### src/rtl/tcam_lookup_engine.sv
// Parametrised TCAM: write/read/flush/masked-lookup over WORDS entries, one command in flight,
// lowest-index hit wins, with saturating lookup/hit statistics.
module tcam_lookup_engine #(
  parameter int KEY_W  = 8,
  parameter int ID_W   = 4,
  parameter int WORDS  = 16,
  parameter int ADDR_W = $clog2(WORDS),
  parameter int CNT_W  = 16
) (
  input  logic              clk,
  input  logic              rst_n,
  input  logic              cmd_valid,
  output logic              cmd_ready,
  input  logic [1:0]        cmd_op,
  input  logic [ADDR_W-1:0] cmd_addr,
  input  logic [KEY_W-1:0]  cmd_key,
  input  logic [KEY_W-1:0]  cmd_mask,
  input  logic [ID_W-1:0]   cmd_id,
  input  logic              cmd_vld,
  output logic              rsp_valid,
  input  logic              rsp_ready,
  output logic              rsp_hit,
  output logic [ADDR_W-1:0] rsp_index,
  output logic [ID_W-1:0]   rsp_id,
  output logic [KEY_W-1:0]  rsp_key,
  output logic [KEY_W-1:0]  rsp_mask,
  output logic [CNT_W-1:0]  lookup_cnt,
  output logic [CNT_W-1:0]  hit_cnt
);

  localparam logic [1:0] OP_WRITE  = 2'd0;
  localparam logic [1:0] OP_READ   = 2'd1;
  localparam logic [1:0] OP_LOOKUP = 2'd2;
  localparam logic [1:0] OP_FLUSH  = 2'd3;

  typedef enum logic [1:0] {S_IDLE, S_CMP, S_RESP} state_t;

  state_t state_q, state_d;

  logic [KEY_W-1:0]  key_q  [WORDS];
  logic [KEY_W-1:0]  mask_q [WORDS];
  logic [ID_W-1:0]   id_q   [WORDS];
  logic [WORDS-1:0]  vld_q;

  logic [KEY_W-1:0]  lkey_q;
  logic              rsp_hit_q;
  logic [ADDR_W-1:0] rsp_index_q;
  logic [ID_W-1:0]   rsp_id_q;
  logic [KEY_W-1:0]  rsp_key_q;
  logic [KEY_W-1:0]  rsp_mask_q;
  logic [CNT_W-1:0]  lookup_cnt_q;
  logic [CNT_W-1:0]  hit_cnt_q;

  logic              accept;
  logic              addr_ok;
  logic              any_hit;
  logic [ADDR_W-1:0] hit_idx;

  function automatic logic [CNT_W-1:0] sat_inc(input logic [CNT_W-1:0] v);
    return (&v) ? v : v + 1'b1;
  endfunction

  // cmd_ready is held low while reset is asserted, even though the state register already reads IDLE.
  assign cmd_ready = rst_n && (state_q == S_IDLE);
  assign accept    = cmd_valid && cmd_ready;

  generate
    if (WORDS == (1 << ADDR_W)) begin : g_full_addr
      assign addr_ok = 1'b1;
    end else begin : g_part_addr
      assign addr_ok = ({1'b0, cmd_addr} < (ADDR_W + 1)'(WORDS));
    end
  endgenerate

  // Downward scan so the lowest matching index is the one left standing.
  always_comb begin
    any_hit = 1'b0;
    hit_idx = '0;
    for (int i = WORDS - 1; i >= 0; i--) begin
      if (vld_q[i] && (((lkey_q ^ key_q[i]) & mask_q[i]) == '0)) begin
        any_hit = 1'b1;
        hit_idx = ADDR_W'(i);
      end
    end
  end

  always_ff @(posedge clk) begin
    if (!rst_n) state_q <= S_IDLE;
    else        state_q <= state_d;
  end

  always_comb begin
    state_d = state_q;
    case (state_q)
      S_IDLE: begin
        if (accept && cmd_op == OP_READ)   state_d = S_RESP;
        if (accept && cmd_op == OP_LOOKUP) state_d = S_CMP;
      end
      S_CMP:  state_d = S_RESP;
      S_RESP: if (rsp_ready) state_d = S_IDLE;
      default: state_d = S_IDLE;
    endcase
  end

  always_ff @(posedge clk) begin
    if (!rst_n) begin
      vld_q <= '0;
      for (int i = 0; i < WORDS; i++) begin
        key_q[i]  <= '0;
        mask_q[i] <= '0;
        id_q[i]   <= '0;
      end
    end else if (accept && cmd_op == OP_WRITE && addr_ok) begin
      key_q[cmd_addr]  <= cmd_key;
      mask_q[cmd_addr] <= cmd_mask;
      id_q[cmd_addr]   <= cmd_id;
      vld_q[cmd_addr]  <= cmd_vld;
    end else if (accept && cmd_op == OP_FLUSH) begin
      vld_q <= '0;
    end
  end

  always_ff @(posedge clk) begin
    if (!rst_n) begin
      lkey_q       <= '0;
      rsp_hit_q    <= 1'b0;
      rsp_index_q  <= '0;
      rsp_id_q     <= '0;
      rsp_key_q    <= '0;
      rsp_mask_q   <= '0;
      lookup_cnt_q <= '0;
      hit_cnt_q    <= '0;
    end else begin
      if (accept && cmd_op == OP_LOOKUP) lkey_q <= cmd_key;
      if (accept && cmd_op == OP_READ) begin
        rsp_hit_q   <= addr_ok ? vld_q[cmd_addr]  : 1'b0;
        rsp_index_q <= addr_ok ? cmd_addr         : '0;
        rsp_id_q    <= addr_ok ? id_q[cmd_addr]   : '0;
        rsp_key_q   <= addr_ok ? key_q[cmd_addr]  : '0;
        rsp_mask_q  <= addr_ok ? mask_q[cmd_addr] : '0;
      end else if (state_q == S_CMP) begin
        rsp_hit_q    <= any_hit;
        rsp_index_q  <= any_hit ? hit_idx : '0;
        rsp_id_q     <= any_hit ? id_q[hit_idx] : '0;
        rsp_key_q    <= '0;
        rsp_mask_q   <= '0;
        lookup_cnt_q <= sat_inc(lookup_cnt_q);
        if (any_hit) hit_cnt_q <= sat_inc(hit_cnt_q);
      end
    end
  end

  assign rsp_valid  = (state_q == S_RESP);
  assign rsp_hit    = rsp_hit_q;
  assign rsp_index  = rsp_index_q;
  assign rsp_id     = rsp_id_q;
  assign rsp_key    = rsp_key_q;
  assign rsp_mask   = rsp_mask_q;
  assign lookup_cnt = lookup_cnt_q;
  assign hit_cnt    = hit_cnt_q;

endmodule

### config.mk
export PLATFORM = sky130hd
export DESIGN_NAME = tcam_lookup_engine
export DESIGN_NICKNAME = d
export VERILOG_FILES = /design/src/rtl/tcam_lookup_engine.sv
export SDC_FILE = /design/constraint.sdc
export NUM_CORES = 1
export LEC_CHECK = 0
export ABC_AREA = 1
export CELL_PAD_IN_SITES_DETAIL_PLACEMENT = 1
export CELL_PAD_IN_SITES_GLOBAL_PLACEMENT = 2
export CORE_UTILIZATION = 40
export CTS_CLUSTER_SIZE = 25
export DETAILED_ROUTE_END_ITERATION = 10
export PLACE_DENSITY_LB_ADDON = 0.3
export SYNTH_ARGS = -nofsm -noshare
export SYNTH_HDL_FRONTEND = slang
export SYNTH_SLANG_ARGS = --single-unit
export TNS_END_PERCENT = 50
### constraint.sdc
create_clock -name clk -period 7.7 [get_ports clk]
set_clock_uncertainty 0.15 [all_clocks]
set_input_delay 1.155 -clock clk [delete_from_list [all_inputs] [get_ports clk]]
set_output_delay 1.155 -clock clk [all_outputs]
set_load 0.005 [all_outputs]
==> results of run 1 <==
## path summary, 6_finish.rpt
kind                     end  startpoint  cells past startpoint
setup / recovery   rsp_id[3]   lkey_q[6]                     29
hold / removal    hit_cnt[4]  hit_cnt[4]                      2
setup reg to reg   rsp_id[3]   lkey_q[6]                     29
hold reg to reg   hit_cnt[4]  hit_cnt[4]                      2
## routing by layer
layer / GRT usage, % / wire length [um]
met1: 38.11 / 30770
met2: 46.81 / 33900
met3: 3.703 / 4179
met4: 8.383 / 1982
met5: 0 / 0
## tightest hold or removal path: cells and delay by family, from the launching register on
| kind | cells | cell delay [ns] |
|---|---|---|
| buffers and inverters | 1 | 0.05 |
| AOI/OAI and AO/OA | 1 | 0.05 |
| DFF | 1 | 0.32 |
## flip-flops by register name, indices dropped and copies added (netlist names), 8 cells and up
register and cells:
key_q 128, lookup_cnt 16, id_q 64, vld_q 16
mask_q 128, hit_cnt 16, rsp_mask 8, rsp_key 8
lkey_q 8
## synthesized netlist by cell type, types with 9 or more instances
master / number / area share [%]
nor2_1: 414 / 7.8
nand2_1: 355 / 6.7
edfxtp_1: 320 / 48
inv_1: 143 / 2.7
nand3_1: 142 / 3.6
a21oi_1: 140 / 3.5
a22oi_1: 135 / 5.1
clkbuf_1: 115 / 2.2
o21ai_0: 107 / 2.7
dfxtp_1: 83 / 8.3
nor3_1: 38 / 0.96
a21boi_0: 26 / 0.98
nand4_1: 18 / 0.57
o221ai_1: 17 / 0.75
xor2_1: 13 / 0.57
buf_2: 12 / 0.30
o21ai_1: 11 / 0.28
clkinv_1: 10 / 0.19
buf_4: 9 / 0.34
o22ai_1: 9 / 0.28
or2_2: 9 / 0.28
## power breakdown
| group | switching, uW | internal, uW |
|---|---|---|
| Sequential | 48.3 | 2420 |
| Combinational | 278 | 98.0 |
| Clock | 930 | 1330 |
| Total | 1260 | 3850 |
## logic make-up (layout without fill, tap and decap cells)
family | Yosys count | after routing
AOI/OAI and AO/OA | 479 | 479
xor gates and xnor gates | 14 | 14
adders and majority gates | 2 | 2
buffers and inverters | 307 | 370
DFF | 403 | 403
and+or+nand+nor | 1009 | 1009
## area by class of cell
type	instances	area (um2)	share of cell area [%]
repair buffers	121	1139	4.996
clock buffers	63	1309	5.743
inverters	161	604.3	2.652
well taps	664	830.8	3.645
flip-flops and latches	403	11270	49.46
clock inverters	25	235.2	1.032
multi-input cells	1504	7401	32.47
## stage by stage
| step | utilization (%) | std cells | power (uW) |
|---|---|---|---|
| finish | 46.46 | 2941 | 5103 |
| global route | 46.46 | 2941 | 5246 |
| CTS | 46.46 | 2941 | 5137 |
| detailed placement | 43.31 | 2853 | 2884 |
| global placement | 43.31 | 2853 | 2874 |
| floorplan | - | 2214 | 2711 |
==> metrics.txt, run 1 <==
slowest stage delay, CP=0.62 ns; Starting Density=40.57%; Buffers on Ports=around 90; status=finished, final reports clean; DIE AREA=just over 0.05 mm2; post-CTS setup buffers=0; largest net degree at the start of global routing=59; fmax=between 0.2 and 0.25 GHz; commonest non-fill, non-tap cell in the layout=nor2_1; first-pass GRT wire length=106000 um; Critical Path Most Common Cell=nand2_1; most frequent cells in the layout=nor2_1, nand2_1, edfxtp_1, nand3_1, inv_1; FF-to-FF setup slack=2.82 ns; syn_area_per_cell=8.990 um2; Worst path slowest cell=nand2_2; proportion of layout cells with a drive suffix above 1=between 6 and 7%; area fraction in compound gates after synthesis=14.96%; Post-Syn Nets=2247; final WL=70830 um; Final Cycle Share=63.38%; Area Growth Syn to Fin=14.51%; Post-synth EDFFs=320; Resized Gates After CTS=0; row cnt=81; Async S/R FF share, synth=0%; max-cap viol count=0; Slew headroom=28.13%; post-synthesis mux area share=0%; Congestion Overflow GR=0; Gate Count Post-Synth=2214; gpl congestion=around 0.87; DRT antenna net count=0; nets=2272; Vias=16.99k; clock sinks=approximately 400; Slew Limit Fails=0; # IOs=90; CTS tree=built; Tmin final=4.880 ns; simple-gate share of the synthesized area=between 20% and 30%; TNS Setup=0 ns; antenna violations before repair=1; Worst-Skew Late Latency=0.60 ns; synthesized area=0.01990 mm2; post-DP HPWL=just under 50000 um; Post-Synth Adder-Cell Area=0.1257%; P per Cell Area=223.9 mW/mm2; Chip Width=225.1 um; final setup fails=0; Min-Delay Path Class=reg -> reg; Arr. time, crit path=5.24 ns; Synth Register Bits=roughly 400; Ys Warns=0; Clock Path Buffers=3; Yosys cell types=48; critical path capture point type=flip-flop; global-route usage over all layers=about 28%; WL per Instance=approximately 24 um; hold_ws=0.3165 ns; unrepaired setup endpoints after global routing=false; XOR/XNOR share of the synthesized area=0.6161%; crit path kind=reg -> reg; Least-Margin Pin Slew=about 1.1 ns; CP max FO=34; Die Y-Extent=225.1 um; # DRC=0; hold buffers post-CTS=0; CTS Root Cell=clkbuf_16; CP startpoint kind=flip-flop; CTS clk-pin slew, worst paths=0.06 ns; setup ws final=approximately 2.8 ns; Worst VDD drop=between 0.15 and 0.2 mV; Area after DPL=0.02125 mm2; TritonRoute pass-1 iters=7; post-synthesis sequential area ratio=56.63%; DR iter-0 viols=1466; via count of the first global-routing pass=17.08k; Core ar.=roughly 0.049 mm2; WP buf/inv=1; Final Hold Fails=0; total CTS buffers=48; top_reg_cell synth=edfxtp_1; largest family of logic cells by synthesized area=simple AND/OR/NAND/NOR gates; dpl ws=2.609 ns; design area=between 0.02 and 0.025 mm2; CP Data Required Time=8.06 ns; # diodes=0; leakage=0.008452 uW; vias per cell=between 5 and 6; H-Tree Depth=2; fillcell total=5737; delay-heaviest family, CP=simple AND/OR/NAND/NOR gates
Power figures use the tool's default switching activity.
==> run 2, diff against run 1 <==
--- a/config.mk
+++ b/config.mk
@@ -8,7 +8,7 @@
 export ABC_AREA = 1
 export CELL_PAD_IN_SITES_DETAIL_PLACEMENT = 1
 export CELL_PAD_IN_SITES_GLOBAL_PLACEMENT = 2
-export CORE_UTILIZATION = 40
+export CORE_UTILIZATION = 38
 export CTS_CLUSTER_SIZE = 25
 export DETAILED_ROUTE_END_ITERATION = 10
 export PLACE_DENSITY_LB_ADDON = 0.3
==> constraint.sdc (replaced) <==
create_clock -name clk -period 4.8 [get_ports clk]
set_clock_uncertainty 0.15 [all_clocks]
set_input_delay 0.72 -clock clk [delete_from_list [all_inputs] [get_ports clk]]
set_output_delay 0.72 -clock clk [all_outputs]
set_load 0.005 [all_outputs]
==> run 2 against run 1 <==
Effect of this change:
- cell count up 1.5%
- wire length up 1.4%
- clock power up 63%
- core utilization down 1.7 points
- via count down 0.74%
- design area up 1.2%
- non-clock buffer count up 30
- critical path depth down 5
- worst hold slack worse by 0.0011 ns
- register-to-register slack worse by 2.3 ns
- critical path type unchanged
- largest power group unchanged
==> metrics.txt, run 2 (synthesis results as in run 1) <==
Cell Count Post-Placement=2899 (was 2853); WL per Instance=24.07 um (was 24.08 um); Die Y-Extent=230.9 um (was 225.1 um); clock sinks=403 (unchanged); Chip Width=230.9 um (was 225.1 um); Min-Delay Path Class=reg -> reg (unchanged); crit path kind=reg -> reg (unchanged); Area Growth Syn to Fin=15.88% (was 14.51%); Clock Path Buffers=3 (unchanged); status=finished, final reports clean (unchanged); Starting Density=38.64% (was 40.57%); proportion of layout cells with a drive suffix above 1=7.766% (was 6.544%); Least-Margin Pin Slew=1.124 ns (was 1.075 ns); Tmin final=4.256 ns (was 4.880 ns); TritonRoute pass-1 iters=6 (was 7); crit path to=rsp_id[2] (was rsp_id[3]); worst r2r src=lkey_q[0] (was lkey_q[6]); Buffers on Ports=89 (unchanged); CP Data Required Time=5.15 ns (was 8.06 ns); first-pass GRT wire length=108300 um (was 106000 um); final std cells w/o fill=2985 (was 2941); max-cap viol count=0 (unchanged); global-route usage over all layers=27.22% (was 28.11%); nets=2301 (was 2272); CTS clk-pin slew, worst paths=0.06 ns (about the same); FF-to-FF setup slack=0.54 ns (was 2.82 ns); Worst-Skew Late Latency=0.59 ns (was 0.60 ns); biggest regs=key_q (128), mask_q (128), id_q (64) (unchanged); row cnt=83 (was 81); TNS Setup=0 ns (unchanged); antenna violations before repair=1 (unchanged); CP max FO=32 (was 34); leakage=0.008629 uW (was 0.008452 uW); Final Cycle Share=88.66% (was 63.38%); commonest non-fill, non-tap cell in the layout=nor2_1 (unchanged); Reg2Reg Depth=24 (was 29); Vias=16.86k (was 16.99k); CP startpoint=lkey_q[0] (was lkey_q[6]); CTS Root Cell=clkbuf_16 (unchanged); Final Hold Fails=0 (unchanged); CP startpoint kind=flip-flop (unchanged); DRT antenna net count=0 (unchanged); total CTS buffers=47 (was 48); Congestion Overflow GR=0 (unchanged); Arr. time, crit path=4.61 ns (was 5.24 ns); largest net degree at the start of global routing=59 (unchanged); hold buffers post-CTS=0 (unchanged); P per Cell Area=358.4 mW/mm2 (was 223.9 mW/mm2); RR Endpoint=rsp_id[2] (was rsp_id[3]); post-CTS setup buffers=0 (unchanged); # diodes=0 (unchanged); critical path capture point type=flip-flop (unchanged); setup ws final=0.5443 ns (was 2.820 ns); DR iter-0 viols=1525 (was 1466); # DRC=0 (unchanged); unrepaired setup endpoints after global routing=false (unchanged); fmax=0.2350 GHz (was 0.2049 GHz); dpl ws=0.6619 ns (was 2.609 ns); final setup fails=0 (unchanged); Slew headroom=24.99% (was 28.13%); CTS tree=built (unchanged); post-DP HPWL=51010 um (was 49440 um); Resized Gates After CTS=0 (unchanged); Slew Limit Fails=0 (unchanged); Worst VDD drop=0.2331 mV (was 0.1716 mV); via count of the first global-routing pass=17.42k (was 17.08k); Core ar.=0.05151 mm2 (was 0.04905 mm2); H-Tree Depth=2 (unchanged); most frequent cells in the layout=nor2_1, nand2_1, edfxtp_1, nand3_1, inv_1 (unchanged); DIE AREA=0.05329 mm2 (was 0.05065 mm2); gpl congestion=0.8882 (was 0.8720); final WL=71840 um (was 70830 um); vias per cell=5.649 (was 5.776); # IOs=90 (unchanged)
-- run 2: worst min-delay path by stage --
stage          startpoint          to  slack, ns  depth (start not counted)
3_5_place_dp   rsp_key[6]  rsp_key[6]       0.31                          2
5_1_grt        rsp_key[4]  rsp_key[4]       0.34                          2
4_1_cts        rsp_key[6]  rsp_key[6]       0.32                          2
6_report       rsp_key[6]  rsp_key[6]       0.32                          2
3_3_place_gp   rsp_key[6]  rsp_key[6]       0.31                          2
2_1_floorplan   vld_q[14]   vld_q[14]       0.30                          2
-- run 2: per-stage QoR --
step                cell area [um2]  util [%]  hold slack [ns]  power (uW)
floorplan                     19900         -           0.3027        4349
global placement              21490     41.73           0.3080        4626
detailed placement            21490     41.73           0.3100        4641
CTS                           23060     44.78           0.3212        8318
global route                  23060     44.78           0.3398        8502
finish                        23060     44.78           0.3153        8265
-- run 2: layer usage --
metal	up-vias	share of wire [%]	global-route usage [%]
li1	7778	-	-
met5	-	0.018	0
met1	8484	44	36.49
met2	484	47	44.54
met3	113	6.4	4.620
met4	2	2.8	8.940
-- run 2: layout make-up --
class	count	area (um2)
clock buffers	62	1303
fillers	5945	28450
clock inverters	24	267.8
flip-flops and latches	403	11270
well taps	680	850.8
multi-input cells	1504	7403
repair buffers	151	1364
inverters	161	604.3
-- run 2: power by group --
group	internal, uW	switching, uW	leakage, uW
combinational	166	440	0.00394
clock	2220	1470	0.000783
sequential	3880	87.5	0.00391
-- run 2: critical path, cell delays in order, from the launching register on --
cell and delay [ns]:
dfxtp_1 1.06, nand2_1 0.13, nand2_1 0.10, nor2_1 0.06, a21oi_1 0.22, nand4_1 0.26
nand2_1 0.21, nand2_1 0.07, nand2_1 0.06, nand2_1 0.05, nand2_1 0.06, nand2_1 0.05
nand2_1 0.05, nand2_1 0.05, nand2_1 0.10, nand2_1 0.06, nand2_1 0.07, nand2_2 0.09
nand2_2 0.48, nand2_1 0.13, nand3_1 0.11, nand3_1 0.15, nand3_1 0.14, nand3_1 0.09
a21oi_1 0.12
